File: src/rtl/bcd_seg_encoder.sv
// -----------------------------------------------------------------------------
// bcd_seg_encoder
//
// Converts a 10-bit unsigned binary value into three 7-segment digit bytes
// (hundreds, tens, units) for a TM1638 display driver. The conversion uses a
// sequential double-dabble (shift-and-add-3) over 10 cycles. Each digit is
// then decoded to a segment byte, and a one-cycle frame strobe is issued.
//
// Fixed frame timing, counted from the edge that accepts start (edge 0):
//   edges 1..10 : double-dabble iterations (SHIFT)
//   edge  11    : segment bytes loaded (ENCODE -> DONE)
//   edge  12    : return to IDLE; synch2 is high for the following cycle
// If start is held high, a new frame begins every 13 cycles.
//
// Parameters
//   OVF_PATTERN  segment byte shown on all three digits when value > 999
//
// Configuration macro
//   LEADING_ZERO_BLANK_EN  when defined, leading zero digits are driven 8'h00
//                          (the units digit is never blanked)
//
// Ports
//   clk     in   system clock, rising edge
//   rst     in   synchronous active-high reset
//   start   in   conversion request, accepted only in IDLE
//   value   in   [9:0] binary value, captured when start is accepted
//   busy    out  high whenever the FSM is not in IDLE (registered)
//   data1   out  [7:0] hundreds segment byte (bit0=a .. bit6=g, bit7=dp=0)
//   data2   out  [7:0] tens segment byte
//   data3   out  [7:0] units segment byte
//   synch2  out  one-cycle frame-valid strobe (registered)
// -----------------------------------------------------------------------------
module bcd_seg_encoder #(
    parameter logic [7:0] OVF_PATTERN = 8'h40
) (
    input  logic       clk,
    input  logic       rst,
    input  logic       start,
    input  logic [9:0] value,
    output logic       busy,
    output logic [7:0] data1,
    output logic [7:0] data2,
    output logic [7:0] data3,
    output logic       synch2
);

    typedef enum logic [1:0] {
        IDLE   = 2'd0,
        SHIFT  = 2'd1,
        ENCODE = 2'd2,
        DONE   = 2'd3
    } state_t;

    localparam logic [3:0] LAST_ITER = 4'd9;

    state_t      state;
    state_t      state_nxt;

    logic [9:0]  bin_q;     // binary value being shifted out MSB first
    logic [11:0] bcd_q;     // three BCD nibbles: [11:8] hundreds .. [3:0] units
    logic [3:0]  iter_q;    // double-dabble iteration index, 0..9
    logic        ovf_q;     // captured value was above 999

    logic [11:0] bcd_adj;
    logic [11:0] bcd_nxt;
    logic [7:0]  seg_h;
    logic [7:0]  seg_t;
    logic [7:0]  seg_u;

    // Digit to segment byte, active-high, decimal point always off.
    function automatic logic [7:0] seg7(input logic [3:0] d);
        case (d)
            4'd0:    seg7 = 8'h3F;
            4'd1:    seg7 = 8'h06;
            4'd2:    seg7 = 8'h5B;
            4'd3:    seg7 = 8'h4F;
            4'd4:    seg7 = 8'h66;
            4'd5:    seg7 = 8'h6D;
            4'd6:    seg7 = 8'h7D;
            4'd7:    seg7 = 8'h07;
            4'd8:    seg7 = 8'h7F;
            4'd9:    seg7 = 8'h6F;
            default: seg7 = 8'h00;
        endcase
    endfunction

    // Add 3 to a nibble that is 5 or more, so that the following left shift
    // carries into the next decimal digit instead of producing 10..15.
    function automatic logic [3:0] dabble_adj(input logic [3:0] n);
        dabble_adj = (n >= 4'd5) ? n + 4'd3 : n;
    endfunction

    // One double-dabble step: adjust every nibble, then shift in the next
    // binary MSB. For inputs up to 999 the result fits in 12 bits.
    always_comb begin
        bcd_adj = {dabble_adj(bcd_q[11:8]), dabble_adj(bcd_q[7:4]), dabble_adj(bcd_q[3:0])};
        bcd_nxt = {bcd_adj[10:0], bin_q[9]};
    end

    // Segment bytes presented to the output registers at the ENCODE edge.
    always_comb begin
        // NOTE: every output of a combinational block gets a default first so
        // that no path through the branches leaves it unassigned (no latch).
        seg_h = seg7(bcd_q[11:8]);
        seg_t = seg7(bcd_q[7:4]);
        seg_u = seg7(bcd_q[3:0]);
`ifdef LEADING_ZERO_BLANK_EN
        if (bcd_q[11:8] == 4'd0) begin
            seg_h = 8'h00;
            if (bcd_q[7:4] == 4'd0) begin
                seg_t = 8'h00;
            end
        end
`endif
        if (ovf_q) begin
            seg_h = OVF_PATTERN;
            seg_t = OVF_PATTERN;
            seg_u = OVF_PATTERN;
        end
    end

    // Next-state logic.
    always_comb begin
        state_nxt = state;
        case (state)
            IDLE:    if (start) state_nxt = SHIFT;
            SHIFT:   if (iter_q == LAST_ITER) state_nxt = ENCODE;
            ENCODE:  state_nxt = DONE;
            DONE:    state_nxt = IDLE;
            default: state_nxt = IDLE;
        endcase
    end

    // State, datapath and registered outputs.
    always_ff @(posedge clk) begin
        // NOTE: sequential state uses non-blocking assignments so every
        // register samples pre-edge values regardless of statement order.
        if (rst) begin
            state  <= IDLE;
            busy   <= 1'b0;
            synch2 <= 1'b0;
            data1  <= 8'h00;
            data2  <= 8'h00;
            data3  <= 8'h00;
            bin_q  <= '0;
            bcd_q  <= '0;
            iter_q <= '0;
            ovf_q  <= 1'b0;
        end else begin
            state  <= state_nxt;
            busy   <= (state_nxt != IDLE);
            // Strobe follows the DONE cycle, i.e. the cycle after edge 12.
            synch2 <= (state == DONE);

            case (state)
                IDLE: begin
                    if (start) begin
                        bin_q  <= value;
                        bcd_q  <= '0;
                        iter_q <= '0;
                        ovf_q  <= (value > 10'd999);
                    end
                end
                SHIFT: begin
                    bin_q  <= {bin_q[8:0], 1'b0};
                    bcd_q  <= bcd_nxt;
                    iter_q <= iter_q + 4'd1;
                end
                ENCODE: begin
                    data1 <= seg_h;
                    data2 <= seg_t;
                    data3 <= seg_u;
                end
                default: begin
                end
            endcase
        end
    end

endmodule

File: config.mk
export PLATFORM = sky130hd
export DESIGN_NAME = bcd_seg_encoder
export DESIGN_NICKNAME = d
export VERILOG_FILES = /design/src/rtl/bcd_seg_encoder.sv
export SDC_FILE = /design/constraint.sdc
export NUM_CORES = 1
export LEC_CHECK = 0
export BUFFER_PORTS_ARGS = -buffer_cell sky130_fd_sc_hd__buf_2
export CAP_MARGIN = 5
export CORE_MARGIN = 5
export CORE_UTILIZATION = 53
export CTS_CLUSTER_SIZE = 40
export DETAILED_ROUTE_END_ITERATION = 12
export PLACE_DENSITY_LB_ADDON = 0.15
export SYNTH_ARGS = -nofsm -noshare
export SYNTH_HDL_FRONTEND = slang
export SYNTH_SLANG_ARGS = --single-unit
File: constraint.sdc
create_clock -name clk -period 2.5 [get_ports clk]
set_input_delay 0.5 -clock clk [delete_from_list [all_inputs] [get_ports clk]]
set_output_delay 0.5 -clock clk [all_outputs]
set_load 0.02 [all_outputs]
==> out/results.tsv <==
stage	metric	value	unit
outcome	status	finished, final reports clean	
floorplan	ioPinCount	39	
global_route	grtUsageMet1	0.242	
sta	setup_violations	0	
clocking	cts_max_path_buffers	2	
sta	rsz0062_at_grt	true	
min_path	hold_path_end	bin_q[0]	
sta	finalHoldViolations	0	
synthesis	syn_area_per_cell	8.84	um2
place	gp_congestion	0.912	
worst_setup_path	cp_data_arrival_time	2640	ps
worst_setup_path	cp_slowest_stage_delay	500	ps
floorplan	floorplan.initialDensity	0.550	
routing	drt_iter0_markers	140	
clocking	htreeDepth	3	
synthesis	synthCells	425	
cells_and_area	final_core_util	0.653	
floorplan	die_w	94.2	um
clocking	clkSinkCount	73	
floorplan	dieArea	0.00887	mm2
cells_and_area	drive_above_1_share	0.233	
clocking	clk_pin_slew	80	ps
cells_and_area	diodes	0	
worst_setup_path	crit_path_end_kind	flip-flop	
worst_setup_path	critPathKind	reg2reg	
synthesis	synth_enable_flop_cells	0	
global_route	grt_pass1_vias	3028	
place	hpwl	6.08	mm
min_path	hold_path_depth	3	
pwr	leakagePower	1.81	nW
synthesis	seq_area_frac_synth	0.389	
synthesis	yosys_most_used_dff	dfxtp_1	
global_route	busiest_layer	met2	
clocking	cts_root_buf	clkbuf_8	
routing	firstDrtPassIters	5	
global_route	grt.total_usage	0.192	
min_path	worst_hold_startpoint	value[0]	
global_route	grtUsageMet2	0.310	
global_route	globalRouteMet3Util	0.0401	
cells_and_area	final_common_cell	dfxtp_1	
routing	routedWlPerCell	14.6	um
clocking	hold_buffers	0	
worst_setup_path	reg2reg_slack	100	ps
floorplan	num_rows	30	
synthesis	synth_seq_cells	73	
clocking	numCtsBuffers	9	
worst_setup_path	crit_path_start_kind	flip-flop	
global_route	grt_first_pass_wirelength	13.6	mm
worst_setup_path	slowest_stage	or4_4	
place	dpl_cell_area	0.00414	mm2
cells_and_area	layout_common_cells	dfxtp_1 (69), a21oi_1 (41), buf_2 (35), nand2_1 (34), buf_4 (33)	
pwr	peakVddDrop	0.318	mV
sta	relSlewSlack	0.601	
floorplan	core	0.00683	mm2
synthesis	ys_async_sr_fraction	0	
sta	worstMarginPinSlew	597	ps
worst_setup_path	cp_max_fo	4	
routing	remaining_drc_errors	0	
global_route	antenna_found_initial	0	
cells_and_area	syn_to_final_growth	18.8	%
worst_setup_path	crit_path_start	bcd_q[1]	
routing	ant_nets	0	
sta	worst_clock_skew	8.28	ps
min_path	hp-class	in2reg	
sta	period_needed	2400	ps
flow_run	drv_cap	0	
routing	vias	3270	
global_route	grt_max_degree	23	
place	place.port_buffers	35	
cells_and_area	finalNetCount	518	
sta	slew_violations	0	
sta	max_freq	0.417	GHz
synthesis	synthDistinctLibCells	74	
sta	period_share	0.959	
cells_and_area	design_area	0.00446	mm2
cells_and_area	nFillCells	586	
worst_setup_path	crit_required	2740	ps
global_route	overflow	0	
worst_setup_path	path_cells	inv_1, ha_2, nor2b_1, or4_4, a21oi_4, inv_2, ha_1, nand2b_1, a311o_1	
floorplan	die_height	94.2	um
routing	drt-total-wl	8.45	mm
pwr	power_density	558	mW/mm2
worst_setup_path	rr_startpoint	bcd_q[1]	
synthesis	synth.cell_area	0.00376	mm2
clocking	insertion_delay	340	ps
routing	vias_per_cell	5.64	
clocking	cts_tree	done	
worst_setup_path	r2r_cells	9	
synthesis	yosysWarnings	0	
## synthesized netlist by cell type (2+ instances only)
| master | number | area (um2) |
|---|---|---|
| nand2b_1 | 6 | 37.5 |
| a211o_1 | 7 | 61.3 |
| a211oi_2 | 2 | 25.0 |
| nand4_1 | 5 | 31.3 |
| a2111o_1 | 3 | 33.8 |
| and4b_1 | 2 | 20.0 |
| mux2_2 | 2 | 22.5 |
| o211ai_1 | 4 | 30.0 |
| buf_4 | 5 | 37.5 |
| nand2_1 | 34 | 128 |
| nor3_1 | 7 | 35.0 |
| nand3_1 | 8 | 40.0 |
| or3_1 | 3 | 18.8 |
| o22ai_1 | 7 | 43.8 |
| o311ai_1 | 4 | 35.0 |
| nor2_1 | 30 | 113 |
| nor2b_1 | 3 | 18.8 |
| or4_4 | 2 | 22.5 |
| o21ai_0 | 10 | 50.1 |
| clkinv_1 | 2 | 7.51 |
| a221oi_1 | 8 | 70.1 |
| a2111oi_2 | 2 | 30.0 |
| buf_2 | 4 | 20.0 |
| a31oi_1 | 3 | 18.8 |
| o21ai_1 | 4 | 20.0 |
| inv_1 | 28 | 105 |
| a311o_1 | 2 | 20.0 |
| a21o_1 | 4 | 30.0 |
| a32o_1 | 2 | 20.0 |
| and2_1 | 3 | 18.8 |
| a21oi_1 | 41 | 205 |
| a32oi_1 | 3 | 26.3 |
| dfxtp_1 | 73 | 1460 |
| buf_1 | 5 | 18.8 |
| nor4bb_1 | 2 | 20.0 |
| buf_6 | 2 | 22.5 |
| clkbuf_1 | 10 | 37.5 |
| ha_1 | 26 | 325 |
| a22oi_1 | 5 | 37.5 |
| nand3b_1 | 18 | 135 |
## cells by family (layout without fill, tap and decap cells)
| family | Yosys count | in the layout | share of synthesized area |
|---|---|---|---|
| other | 1 | 3 | 0.000998 |
| DFF | 73 | 73 | 0.389 |
| and+or+nand+nor | 135 | 135 | 0.197 |
| adders and majority gates | 26 | 26 | 0.0866 |
| AOI/OAI and AO/OA | 128 | 128 | 0.248 |
| muxes | 2 | 2 | 0.00600 |
| buffers and inverters | 59 | 116 | 0.0703 |
| xor gates and xnor gates | 1 | 1 | 0.00233 |
## cell type report
class / instances / area, um2 / area share
clock inverter: 7 / 118 / 0.0264
tap: 96 / 120 / 0.0269
inverter: 32 / 123 / 0.0275
sequential: 73 / 1470 / 0.329
timing repair buffer: 68 / 423 / 0.0948
multi-input combinational: 295 / 2090 / 0.468
clock buffer: 9 / 124 / 0.0278
## power by group
group	switching [mW]	total (mW)	internal, mW
Sequential	0.0147	1.20	1.19
Combinational	0.106	0.176	0.0698
Clock	0.449	1.11	0.665
## per-layer routing
metal / vias up / part of all wire
met5: - / 0
met4: 0 / 0.023
met3: 19 / 0.053
met2: 104 / 0.46
met1: 1501 / 0.46
li1: 1646 / -
## how the worst max path moves through the flow
stage | end | slack, ps | cells after the start
after floorplan | flip-flop | 6 | 10
after global placement | flip-flop | 90 | 9
after detailed placement | flip-flop | 20 | 9
after CTS | flip-flop | 10 | 9
after global routing | flip-flop | -6 | 9
final | flip-flop | 100 | 9
## metrics by stage
| step | power, mW | hold WS [ps] | instances | setup slack, ps | setup TNS, ps |
|---|---|---|---|---|---|
| after global routing | 2.59 | 417 | 580 | -6.24 | -7.35 |
| after global placement | 1.39 | 437 | 560 | 91.4 | 0 |
| after CTS | 2.51 | 393 | 576 | 9.85 | 0 |
| after floorplan | 1.34 | 444 | 427 | 6.37 | 0 |
| after detailed placement | 1.40 | 442 | 560 | 18.6 | 0 |
| final | 2.49 | 398 | 580 | 102 | 0 |
## what timing repair did
item	CTS	global route
resized for setup	0	13
pin swaps	1	6
buffers inserted	0	4
endpoints found under the setup margin	1	10
## critical path, delay by kind of cell (launching register included)
family	cells	cell delay (ps)
simple gates	3	780
compound gates	2	550
buf+inv	2	160
fa+ha+maj	2	430
flops	1	370
(Power assumes the default switching activity.)
